$ cat config.mk
export PLATFORM = sky130hd
export DESIGN_NAME = diff_freq_serial_in
export DESIGN_NICKNAME = d
export VERILOG_FILES = /design/src/rtl/diff_freq_serial_in.sv
export SDC_FILE = /design/constraint.sdc
export NUM_CORES = 1
export LEC_CHECK = 0
export CORE_UTILIZATION = 52
export CTS_CLUSTER_DIAMETER = 120
export DETAILED_ROUTE_END_ITERATION = 8
export PLACE_DENSITY = 0.76
export SETUP_SLACK_MARGIN = 0.2
export SYNTH_ARGS = -nofsm -noshare
export SYNTH_HDL_FRONTEND = slang
export SYNTH_SLANG_ARGS = --single-unit
export TNS_END_PERCENT = 10
$ cat constraint.sdc
create_clock -name clk -period 2.9 [get_ports clk]
set_input_delay 0.29 -clock clk [delete_from_list [all_inputs] [get_ports clk]]
set_output_delay 0.29 -clock clk [all_outputs]
set_load 0.01 [all_outputs]
$ cat src/rtl/diff_freq_serial_in.sv
// diff_freq_serial_in
// Receives one serial word whose bit periods vary bit-by-bit according to a
// latched frequency pattern (1 = FAST_TICKS, 0 = SLOW_TICKS clocks per bit).
// The captured word is then streamed out least-significant byte first
// through a UART-transmitter style start/done handshake.
//
// Optional build macro: DIFF_FREQ_SERIAL_IN_PARITY_BYTE_EN
//   When defined, one extra byte is sent after the data bytes. It holds
//   the XOR of all data bytes. When undefined, only data bytes are sent.

module diff_freq_serial_in #(
    parameter int DATA_BIT   = 32,
    parameter int FAST_TICKS = 10,
    parameter int SLOW_TICKS = 40
) (
    input  logic                clk,
    input  logic                rst,
    input  logic                i_serial_in,
    input  logic [DATA_BIT-1:0] i_freq_pattern,
    input  logic                i_start,
    input  logic                i_tx_done_tick,
    output logic                o_tx_start,
    output logic [7:0]          o_tx_data,
    output logic                o_bit_tick,
    output logic                o_done_tick,
    output logic                o_busy
);

    // ------------------------------------------------------------------
    // Derived sizes
    // ------------------------------------------------------------------
    localparam int NUM_DATA_BYTES = DATA_BIT / 8;
`ifdef DIFF_FREQ_SERIAL_IN_PARITY_BYTE_EN
    localparam int NUM_BYTES      = NUM_DATA_BYTES + 1;
`else
    localparam int NUM_BYTES      = NUM_DATA_BYTES;
`endif
    localparam int MAX_TICKS = (FAST_TICKS > SLOW_TICKS) ? FAST_TICKS : SLOW_TICKS;
    localparam int TICK_W    = $clog2(MAX_TICKS);
    localparam int IDX_W     = $clog2(DATA_BIT);
    localparam int BIT_W     = IDX_W + 1;
    localparam int BYTE_W    = $clog2(NUM_BYTES + 1);

    localparam logic [TICK_W-1:0] FAST_LAST = TICK_W'(FAST_TICKS - 1);
    localparam logic [TICK_W-1:0] SLOW_LAST = TICK_W'(SLOW_TICKS - 1);
    localparam logic [TICK_W-1:0] FAST_HALF = TICK_W'(FAST_TICKS / 2);
    localparam logic [TICK_W-1:0] SLOW_HALF = TICK_W'(SLOW_TICKS / 2);
    localparam logic [BIT_W-1:0]  LAST_BIT  = BIT_W'(DATA_BIT - 1);
    localparam logic [BYTE_W-1:0] LAST_BYTE = BYTE_W'(NUM_BYTES - 1);

    // Parameter sanity: the byte stream and the mid-bit sample point need
    // these to hold (sample must land after the 2-cycle synchronizer delay).
    if ((DATA_BIT % 8) != 0 || DATA_BIT < 8) begin : g_bad_data_bit
        $error("DATA_BIT must be a multiple of 8 and at least 8");
    end
    if (FAST_TICKS < 6 || SLOW_TICKS < 6) begin : g_bad_ticks
        $error("FAST_TICKS and SLOW_TICKS must be at least 6");
    end

    typedef enum logic [2:0] {
        IDLE,
        CAPTURE,
        LOAD,
        SEND,
        WAIT,
        DONE
    } state_t;

    state_t              state;
    logic                sync_1;
    logic                sync_2;
    logic [DATA_BIT-1:0] pattern;
    logic [DATA_BIT-1:0] shift;
    logic [TICK_W-1:0]   tick_cnt;
    logic [BIT_W-1:0]    bit_idx;
    logic [BYTE_W-1:0]   byte_idx;

    logic                cur_fast;
    logic [TICK_W-1:0]   tick_last;
    logic [TICK_W-1:0]   tick_half;
    logic [7:0]          tx_byte;

    // Two-flop synchronizer for the asynchronous serial line.
    // NOTE: sequential state uses non-blocking assignments so sync_2 takes
    // the old sync_1, giving a true two-stage delay.
    always_ff @(posedge clk or posedge rst) begin
        if (rst) begin
            sync_1 <= 1'b0;
            sync_2 <= 1'b0;
        end else begin
            sync_1 <= i_serial_in;
            sync_2 <= sync_1;
        end
    end

    // Bit period and mid-bit sample point for the bit being captured.
    // NOTE: every always_comb output gets a default first so no latch is inferred.
    always_comb begin
        cur_fast  = pattern[bit_idx[IDX_W-1:0]];
        tick_last = SLOW_LAST;
        tick_half = SLOW_HALF;
        if (cur_fast) begin
            tick_last = FAST_LAST;
            tick_half = FAST_HALF;
        end
    end

`ifdef DIFF_FREQ_SERIAL_IN_PARITY_BYTE_EN
    logic [7:0] parity_byte;

    // XOR of all captured data bytes, sent as the trailing byte.
    always_comb begin
        parity_byte = '0;
        for (int b = 0; b < NUM_DATA_BYTES; b++) begin
            parity_byte = parity_byte ^ shift[8*b +: 8];
        end
    end
`endif

    // Select the byte addressed by byte_idx, least-significant byte first.
    always_comb begin
        tx_byte = '0;
        for (int b = 0; b < NUM_DATA_BYTES; b++) begin
            if (byte_idx == BYTE_W'(b)) begin
                tx_byte = shift[8*b +: 8];
            end
        end
`ifdef DIFF_FREQ_SERIAL_IN_PARITY_BYTE_EN
        if (byte_idx == BYTE_W'(NUM_DATA_BYTES)) begin
            tx_byte = parity_byte;
        end
`endif
    end

    // Main control FSM: capture bits at their own periods, then stream bytes.
    always_ff @(posedge clk or posedge rst) begin
        if (rst) begin
            state       <= IDLE;
            pattern     <= '0;
            shift       <= '0;
            tick_cnt    <= '0;
            bit_idx     <= '0;
            byte_idx    <= '0;
            o_tx_start  <= 1'b0;
            o_tx_data   <= '0;
            o_bit_tick  <= 1'b0;
            o_done_tick <= 1'b0;
            o_busy      <= 1'b0;
        end else begin
            o_tx_start  <= 1'b0;
            o_bit_tick  <= 1'b0;
            o_done_tick <= 1'b0;

            case (state)
                IDLE: begin
                    if (i_start) begin
                        pattern  <= i_freq_pattern;
                        shift    <= '0;
                        tick_cnt <= '0;
                        bit_idx  <= '0;
                        byte_idx <= '0;
                        o_busy   <= 1'b1;
                        state    <= CAPTURE;
                    end
                end

                CAPTURE: begin
                    if (tick_cnt == tick_half) begin
                        shift[bit_idx[IDX_W-1:0]] <= sync_2;
                    end
                    if (tick_cnt == tick_last) begin
                        o_bit_tick <= 1'b1;
                        tick_cnt   <= '0;
                        bit_idx    <= bit_idx + 1'b1;
                        if (bit_idx == LAST_BIT) begin
                            byte_idx <= '0;
                            state    <= LOAD;
                        end
                    end else begin
                        tick_cnt <= tick_cnt + 1'b1;
                    end
                end

                // o_tx_start is registered here so it is high during SEND,
                // the same cycle o_tx_data first shows the new byte.
                LOAD: begin
                    o_tx_data  <= tx_byte;
                    o_tx_start <= 1'b1;
                    state      <= SEND;
                end

                SEND: begin
                    state <= WAIT;
                end

                WAIT: begin
                    if (i_tx_done_tick) begin
                        if (byte_idx == LAST_BYTE) begin
                            o_done_tick <= 1'b1;
                            state       <= DONE;
                        end else begin
                            byte_idx <= byte_idx + 1'b1;
                            state    <= LOAD;
                        end
                    end
                end

                DONE: begin
                    o_busy <= 1'b0;
                    state  <= IDLE;
                end

                default: begin
                    o_busy <= 1'b0;
                    state  <= IDLE;
                end
            endcase
        end
    end

endmodule
==> flow_summary.toml, run 1 <==
[outcome]
status = "complete, no violations"

[floorplanning]
die_w_um = 101
initial_core_util_pct = 54.6
die_area_um2 = 10200
io_pins = 49
fp-row-count = 35
core_area_um2 = 9370
die_h_um = 101

[critical_path]
cpMaxStageDelayCell = "a222oi_1"
cp.buffers_inverters = 1
crit_end = "shift[5]$_DFFE_PP0P_"
worstSetupPathType = "flip-flop to flip-flop"
r2r-start = "bit_idx[1]$_DFFE_PP0P_"
cp.depth = 7
endpoint_kind = "flip-flop"
crit_path_frequent_cell = "mux2_4"
cp-start-kind = "flip-flop"
worst_r2r_endpoint = "shift[5]$_DFFE_PP0P_"
reg2reg_depth = 7
cp_cell_sequence = "buf_12, mux2_4, a222oi_1, o2111ai_4, mux2_4, and2_4, o31ai_1"
crit_start = "bit_idx[1]$_DFFE_PP0P_"
critPathTopFamily = "compound AO/OA/AOI/OAI gates"
crit_path_max_incr_delay_ns = 0.54
rrSetupSlack_ns = 0.16
worst-path-max-fanout = 8
required_ns = 3.16
critPathArrivalTime_ns = 3.00

[sta]
slew_headroom_pct = 33.5
hold_slack_ns = 0.358
finalSetupViolations = 0
tns_ns = 0
final.min_clock_period_ns = 2.74
tightest_slew_ns = 0.993
final-max-slew-violation-count = 0
fin_crit_sh_pct = 94.5
fmax_mhz = 365
hold_violations = 0
rsz0062_at_grt = "yes"
clock-skew-final_ns = 0.0164

[power_and_ir_drop]
cellPowerDensity_nw_per_um2 = 990
vdd_drop_max_uv = 401
p_leak_nw = 2.73
fin_total_pwr_w = 0.00623

[routing]
postRouteAntennaNets = 0
drc = 0
viasPerCell = 6.26
drt-total-wl_um = 14000
dr_wl_met2_um = 6670
wire_per_inst_um = 18.4
vias = 4748
wl_met3_um = 1120
dr.first_iter.drc_count = 643
dr.pass1.iters = 7
dr.max_layer_used = "met4"
m1WireLength_um = 5860

[cells_and_area]
nFillCells = 754
regArea_um2 = 2400
multi_input_area_um2 = 2700
syn_to_final_growth_pct = 23.0
finalNetCount = 672
n_antenna_cell = 0
instances_no_fill = 759
layout-drive-gt1-share_pct = 16.2

[synth]
ys.warnings.count = 0
synth_area_um2 = 5120
synthDistinctLibCells = 46
ys_seq_elements = 96
postSynth.asyncResetShare_pct = 100
synth_cells = 580
seq_area_frac_synth_pct = 46.9
avgSynthCellArea_um2 = 8.83
synthFlopType = "dfrtp_1"
synth_enable_flop_cells = 0
syn-num-nets = 627

[placement]
dp_cells = 732
portBuffers = 48
gp_congestion = 0.859
dp_hpwl_um = 8390

[global_route]
grt_pass1_vias = 4399
grt_pass1_wl_um = 21800
grt_antenna_before_repair = 0
grt_overflow_total = 0
track_usage_pct = 27.3
grt_max_degree = 97

[min_path]
min_path_type = "flip-flop to flip-flop"

[clock_tree]
clk_latency_ns = 0.38
clockRootBuffer = "clkbuf_8"
cts_hold_buf = 0
cts_buffers = 9
cts_num_sinks = 96
cts_tree = "yes"
cts_max_level = 3
cts_buffer_depth = 2
clkTransAtPathRegs_ns = 0.10

[run]
maxCapViolCount = 0
## layout by cell type, fill, tap and decap left out, types with 4 or more instances in the layout
cell / n
inv_1: 16
o21ai_0: 8
ha_1: 10
nand2_1: 140
a31oi_1: 13
o31ai_2: 8
a22oi_1: 5
nand3_1: 22
a31oi_2: 8
nand2b_1: 6
mux2_2: 10
nor2b_1: 4
clkdlybuf4s50_1: 48
nor3_1: 12
a21oi_1: 57
o22ai_1: 6
clkbuf_8: 9
nor2_1: 30
a222oi_1: 9
buf_4: 23
dfrtp_1: 95
o31ai_1: 15
a31oi_4: 4
## worst min-delay path by stage
stage                          start               end  slack [ns]  cells past startpoint
finish              sync_1$_DFF_PP0_  sync_2$_DFF_PP0_        0.36                      0
global route        sync_1$_DFF_PP0_  sync_2$_DFF_PP0_        0.36                      0
CTS                      i_serial_in  sync_1$_DFF_PP0_        0.36                      1
detailed placement  sync_1$_DFF_PP0_  sync_2$_DFF_PP0_        0.34                      0
global placement    sync_1$_DFF_PP0_  sync_2$_DFF_PP0_        0.33                      0
floorplan                i_serial_in  sync_1$_DFF_PP0_        0.32                      0
## metal layers
layer  vias up  track usage [%]
met3        52             3.52
met2       256             42.1
met4         0             11.0
met1      2297             39.2
li1       2143                -
met5         -                0
## where the power goes
group | internal, W | switching [W] | total (W)
Sequential | 0.00186 | 0.000453 | 0.00231
Clock | 0.000412 | 0.000519 | 0.000930
Combinational | 0.00129 | 0.00170 | 0.00299
## state kept, by name, summed over array words and instances (netlist names)
name         flops
bit_idx          6
o_busy           1
pattern         32
o_tx_start       1
o_done_tick      1
state            3
o_bit_tick       1
sync_2           1
byte_idx         3
sync_1           1
shift           32
tick_cnt         6
o_tx_data        8
## area by class of cell
type / instances / share of cell area, %
Inverter: 17 / 1.07
Tap cell: 129 / 2.56
Multi-Input combinational cell: 424 / 42.9
Timing Repair Buffer: 77 / 12.1
Clock buffer: 9 / 1.97
Clock inverter: 7 / 1.23
Sequential cell: 96 / 38.2
## logic make-up (layout without fill, tap and decap cells)
group                    after synthesis  in the layout  share of synthesized area, %
adder cells (fa/ha/maj)               10             10                          2.44
buffers and inverters                 63            110                          5.60
XOR/XNOR                               1              1                         0.171
flip-flops                            96             96                          46.9
AO/OA/AOI/OAI                        151            151                          19.1
AND/OR/NAND/NOR                      239            242                          20.7
multiplexers                          20             20                          5.11
## cell usage after synthesis (all sizes together), types with 2 or more instances
| cell | number | area [um^2] |
|---|---|---|
| nand4 | 2 | 12.5 |
| mux2 | 13 | 154 |
| and3b | 3 | 26.3 |
| o21ai | 8 | 40.0 |
| o211ai | 2 | 15.0 |
| nor2 | 30 | 113 |
| a32o | 3 | 30.0 |
| nand3b | 2 | 15.0 |
| mux4 | 3 | 67.6 |
| o22ai | 6 | 37.5 |
| ha | 10 | 125 |
| a22oi | 5 | 37.5 |
| inv | 17 | 63.8 |
| dfrtp | 96 | 2400 |
| nor3b | 5 | 47.5 |
| buf | 15 | 106 |
| a31oi | 25 | 156 |
| and2 | 3 | 21.3 |
| a22o | 3 | 26.3 |
| and4 | 2 | 17.5 |
| mux2i | 4 | 40.0 |
| o31ai | 26 | 195 |
| nand2 | 142 | 533 |
| nor3 | 13 | 65.1 |
| a222oi | 9 | 90.1 |
| a21oi | 58 | 290 |
| nor2b | 5 | 31.3 |
| clkbuf | 31 | 116 |
| nand2b | 6 | 37.5 |
| nand3 | 22 | 110 |
## through the flow
step / instance area (um^2) / setup WS [ns] / util, %
3_5_place_dp: 5750 / 0.191 / 61.3
3_3_place_gp: 5750 / 0.308 / 61.3
2_1_floorplan: 5120 / 0.307 / -
5_1_grt: 6290 / 0.0668 / 67.2
4_1_cts: 5950 / 0.231 / 63.5
6_report: 6290 / 0.160 / 67.2
## repair_timing
| action | 4_1_cts | 5_1_grt |
|---|---|---|
| resized for setup | 2 | 40 |
| cloned | 0 | 5 |
| pin swaps | 0 | 4 |
| endpoints found under the setup margin | 13 | 34 |
| buffers inserted | 0 | 6 |
Power figures use the tool's default switching activity.
==> run 2, diff against run 1 <==
- CTS_CLUSTER_SIZE: default -> 20
==> results of run 2 <==
Final layout, timing and power as in run 1 (identical DEF).
==> run 3, diff against run 2 <==
- CTS_CLUSTER_DIAMETER: 120 -> 150
==> results of run 3 <==
Final layout, timing and power as in run 1 (identical DEF).
